### src/rtl/alu_arbiter.sv
// rtl/alu_arbiter.sv - multi-requester arbiter sharing one combinational ALU (option: ALU_ARBITER_ROUND_ROBIN_EN)
module alu_arbiter #(
    parameter int WIDTH   = 32,
    parameter int NUM_REQ = 4
) (
    input  logic                     clk,
    input  logic                     rst_n,
    input  logic [NUM_REQ-1:0]       req_valid,
    output logic [NUM_REQ-1:0]       req_ready,
    input  logic [NUM_REQ*WIDTH-1:0] req_a,
    input  logic [NUM_REQ*WIDTH-1:0] req_b,
    output logic [NUM_REQ-1:0]       resp_valid,
    input  logic [NUM_REQ-1:0]       resp_ready,
    output logic [WIDTH-1:0]         resp_result,
    output logic [WIDTH-1:0]         alu_operand_a,
    output logic [WIDTH-1:0]         alu_operand_b,
    input  logic [WIDTH-1:0]         alu_result,
    output logic                     busy
);

    localparam int IDXW = (NUM_REQ > 1) ? $clog2(NUM_REQ) : 1;

    typedef enum logic [1:0] {
        IDLE = 2'd0,
        EXEC = 2'd1,
        RESP = 2'd2
    } state_t;

    state_t            state;
    state_t            state_next;
    logic [IDXW-1:0]   grant;
    logic [WIDTH-1:0]  op_a;
    logic [WIDTH-1:0]  op_b;
    logic [WIDTH-1:0]  result;
    logic [IDXW-1:0]   win;
    logic              found;
    logic              accept;
    logic              resp_done;
    logic [WIDTH-1:0]  a_arr [NUM_REQ];
    logic [WIDTH-1:0]  b_arr [NUM_REQ];

    // Unpack the flat operand buses so the winner can index them directly
    genvar gi;
    generate
        for (gi = 0; gi < NUM_REQ; gi++) begin : g_unpack
            assign a_arr[gi] = req_a[gi*WIDTH +: WIDTH];
            assign b_arr[gi] = req_b[gi*WIDTH +: WIDTH];
        end
    endgenerate

`ifdef ALU_ARBITER_ROUND_ROBIN_EN
    logic [IDXW-1:0] ptr;

    // Round-robin search starting at the pointer, wrapping modulo NUM_REQ
    always_comb begin
        int j;
        found = 1'b0;
        win   = '0;
        j     = 0;
        for (int k = 0; k < NUM_REQ; k++) begin
            j = int'(ptr) + k;
            if (j >= NUM_REQ) begin
                j = j - NUM_REQ;
            end
            if (!found && req_valid[IDXW'(j)]) begin
                found = 1'b1;
                win   = IDXW'(j);
            end
        end
    end

    // Pointer moves past the granted requester once its response is taken
    always_ff @(posedge clk or negedge rst_n) begin
        if (!rst_n) begin
            ptr <= '0;
        end else if (resp_done) begin
            ptr <= (grant == IDXW'(NUM_REQ - 1)) ? '0 : grant + 1'b1;
        end
    end
`else
    // Fixed priority: lowest valid index wins
    always_comb begin
        found = 1'b0;
        win   = '0;
        for (int k = NUM_REQ - 1; k >= 0; k--) begin
            if (req_valid[IDXW'(k)]) begin
                found = 1'b1;
                win   = IDXW'(k);
            end
        end
    end
`endif

    assign accept    = (state == IDLE) && found;
    assign resp_done = (state == RESP) && resp_ready[grant];

    // State register
    always_ff @(posedge clk or negedge rst_n) begin
        if (!rst_n) begin
            state <= IDLE;
        end else begin
            state <= state_next;
        end
    end

    // Next-state logic: one EXEC cycle, RESP held until the granted requester takes it
    always_comb begin
        state_next = state;
        case (state)
            IDLE:    if (accept) state_next = EXEC;
            EXEC:    state_next = RESP;
            RESP:    if (resp_done) state_next = IDLE;
            default: state_next = IDLE;
        endcase
    end

    // Latch grant and operands on accept, capture the ALU output at the end of EXEC
    always_ff @(posedge clk or negedge rst_n) begin
        if (!rst_n) begin
            grant  <= '0;
            op_a   <= '0;
            op_b   <= '0;
            result <= '0;
        end else begin
            if (accept) begin
                grant <= win;
                op_a  <= a_arr[win];
                op_b  <= b_arr[win];
            end
            if (state == EXEC) begin
                result <= alu_result;
            end
        end
    end

    // Outputs; req_ready is combinational so it is also masked by reset
    always_comb begin
        req_ready  = '0;
        resp_valid = '0;
        if (rst_n && accept) begin
            req_ready = NUM_REQ'(1) << win;
        end
        if (state == RESP) begin
            resp_valid = NUM_REQ'(1) << grant;
        end
    end

    assign resp_result   = result;
    assign alu_operand_a = op_a;
    assign alu_operand_b = op_b;
    assign busy          = (state != IDLE);

endmodule
### config.mk
export PLATFORM = sky130hd
export DESIGN_NAME = alu_arbiter
export DESIGN_NICKNAME = d
export VERILOG_FILES = /design/src/rtl/alu_arbiter.sv
export SDC_FILE = /design/constraint.sdc
export NUM_CORES = 1
export LEC_CHECK = 0
export CORE_AREA = 2 2 157 159
export DETAILED_ROUTE_END_ITERATION = 16
export DIE_AREA = 0 0 159 161
export PLACE_DENSITY = 0.59
export RECOVER_POWER = 50
export SYNTH_ARGS = -nofsm -noshare
export SYNTH_HDL_FRONTEND = slang
export SYNTH_SLANG_ARGS = --single-unit
### constraint.sdc
create_clock -name clk -period 1.6 [get_ports clk]
set_clock_uncertainty 0.2 [all_clocks]
set_input_delay 0.16 -clock clk [delete_from_list [all_inputs] [get_ports clk]]
set_output_delay 0.16 -clock clk [all_outputs]
set_load 0.01 [all_outputs]
==> results.toml <==
[worst_setup_path]
timing.rr.end = "resp_result[14]"
ff2ff_path_depth = 4
cp-start-kind = "flop"
critPathKind = "flop to output pin"
critPathLaunch = "state[1]"
r2r_slack_ps = 30
worst_r2r_startpoint = "state[1]"
cp-end-kind = "output pin"
cp_data_required_time_ps = 1240
cp_max_fo = 3
arrival_ps = 1260

[layout]
final_util_pct = 32.7
area_growth_pct = 71.1
antennaDiodeCount = 0
layout-drive-gt1-share_pct = 13.1
nNetsFinal = 935
nFillCells = 2569
fin_cells = 966

[placement]
dp_cells = 944
globalplace.congestion = 0.741
portBuffers = 265
dp_slack_ps = -129
hpwl_mm = 11.0

[min_path]
hold_start = "req_valid[0]"
hp-class = "input pin to flop"
holdPathEnd = "grant[0]"
hold_path_depth = 3

[floorplanning]
fp.dieArea_um2 = 25600
die_w_um = 159
core_um2 = 24000
start_util_pct = 19.1
rows = 57
die_h_um = 161
io_pins = 403

[sta]
setup_violations = 1
fin_crit_ps = 1620
worst_pin_slew_ps = 789
fin_ws_ps = -16.7
fin_crit_sh_pct = 101
slew_headroom_pct = 47.4
timing.hold.ws_ps = 125
slew_viol_final = 0
rsz0062_at_grt = "true"
hold_violations = 0
max_freq_mhz = 619

[cts]
numCtsBuffers = 9
cts_tree = "done"
cts.sinks = 99
worstSkewPairLatency_ps = 340
clk_path_buf_depth = 2
cts_max_level = 3
clk_pin_slew_ps = 70
root_buffer = "clkbuf_16"

[global_route]
grt_pass1_vias = 4088
grt_max_degree = 56
grt_pass1_wl_mm = 24.0
antenna_found_initial = 0
grt_usage_pct = 11.9
grt.overflow.total = 0

[routing]
finalWirelength_mm = 15.1
ant_nets = 0
route.detailed.drc = 0
drt_first_pass_iters = 4
vias_per_cell = 4.09
wl_per_cell_um = 15.6
drt-initial-drc-count = 105
vias = 3947

[synthesis]
yosysMostFrequentCell = "o21ai_0"
synthDistinctLibCells = 20
yosys-top-cells-area = "dfrtp_1 54%, mux2i_1 14%, o21ai_0 14%"
synth_top_area_cell = "dfrtp_1"
async_flop_share_pct = 100
ys_top_cells_by_count = "125 x o21ai_0, 99 x dfrtp_1, 64 x mux2i_1"
yosysSeqAreaShare_pct = 54.1
synth.avg_cell_area_um2 = 12.2
ys_warn_count = 0
synthesis.area_um2 = 4580
synth_cells = 374
ys_seq_elements = 99
synth_top_area_share_pct = 54.1
synth-edff-count = 0
synth_flop_cell = "dfrtp_1"

[job]
maxCapViolCount = 0

[pwr]
pwr_density_cell_nw_per_um2 = 1690
leakagePower_nw = 3.54
ir_drop_uv = 864

[outcome]
violations = "setup timing"
run_status = "finished with violations"
[cells in the final DEF (no fill, tap or decap), types with 2 or more instances in the layout]
cell type	n
clkdlybuf4s50_1	162
o21ai_0	120
dfrtp_1	97
dlygate4sd2_1	96
mux2i_1	64
mux2_4	29
buf_4	13
o21ai_1	11
clkbuf_16	10
mux2_2	4
conb_1	4
buf_6	4
buf_2	3
nor2_4	2
nand2b_4	2
bufinv_16	2
inv_6	2
clkbuf_4	2
buf_12	2
dfrtp_2	2
[how the worst max path moves through the flow]
| stage | cells after the start | slack [ps] | to |
|---|---|---|---|
| floorplan | 5 | 150 | req_ready[1] |
| global placement | 3 | -130 | resp_valid[1] |
| detailed placement | 3 | -130 | resp_valid[1] |
| CTS | 4 | -40 | req_ready[1] |
| global route | 4 | -120 | req_ready[1] |
| finish | 4 | -20 | req_ready[1] |
[power breakdown]
part | leakage [nW] | switching (W) | internal [W]
clock | 0.159 | 0.00103 | 0.00140
sequential | 1.19 | 0.000605 | 0.00378
combinational | 2.20 | 0.00317 | 0.00322
[timing repair]
action                                  in CTS  in global routing
hold endpoints to repair                    99                  0
endpoints found under the setup margin     115                 64
pin swaps                                    2                  0
hold buffers                                 1                  0
setup buffers                                4                  1
cloned                                       0                  1
gates resized for setup                    124                  9
[critical path: stages (launching register included)]
cell	delay [ps]
dfrtp_2	430
nor2_4	140
inv_2	70
nor3b_2	130
buf_2	140
[cells by family after synthesis]
family | Yosys count | synth area share, %
other cells | 1 | 0.0819
buf+inv | 39 | 6.01
compound gates | 131 | 14.3
mux | 97 | 24.5
flops | 99 | 54.1
simple gates | 7 | 0.984
[area by class of cell]
cell class	count	area, um2	share of cell area, %
Timing Repair Buffer	286	2740	35.0
Sequential cell	99	2480	31.7
Multi-Input combinational cell	239	1870	23.8
Tap cell	324	405	5.18
Inverter	2	7.51	0.0959
Clock inverter	7	105	1.34
Clock buffer	9	225	2.88
[flip-flops by register name (all words and copies together) (netlist names)]
name and count:
state 2, alu_operand_a 32, grant 1, resp_result 32, alu_operand_b 32
[routing by layer]
| layer | up-vias | share of wire, % | GRT usage, % |
|---|---|---|---|
| li1 | 1858 | - | - |
| met1 | 1890 | 43 | 14.8 |
| met2 | 189 | 47 | 19.6 |
| met3 | 10 | 8.5 | 4.42 |
| met4 | 0 | 1.0 | 3.22 |
| met5 | - | 0 | 0 |
[metrics by stage]
step	power, W	setup TNS, ps	area (um2)
after floorplan	0.00776	0	4590
after global placement	0.0115	-318	7530
after detailed placement	0.0116	-365	7530
after CTS	0.0134	-50.0	7800
after global routing	0.0142	-1200	7830
final	0.0132	-16.7	7830
(Power assumes the default switching activity.)
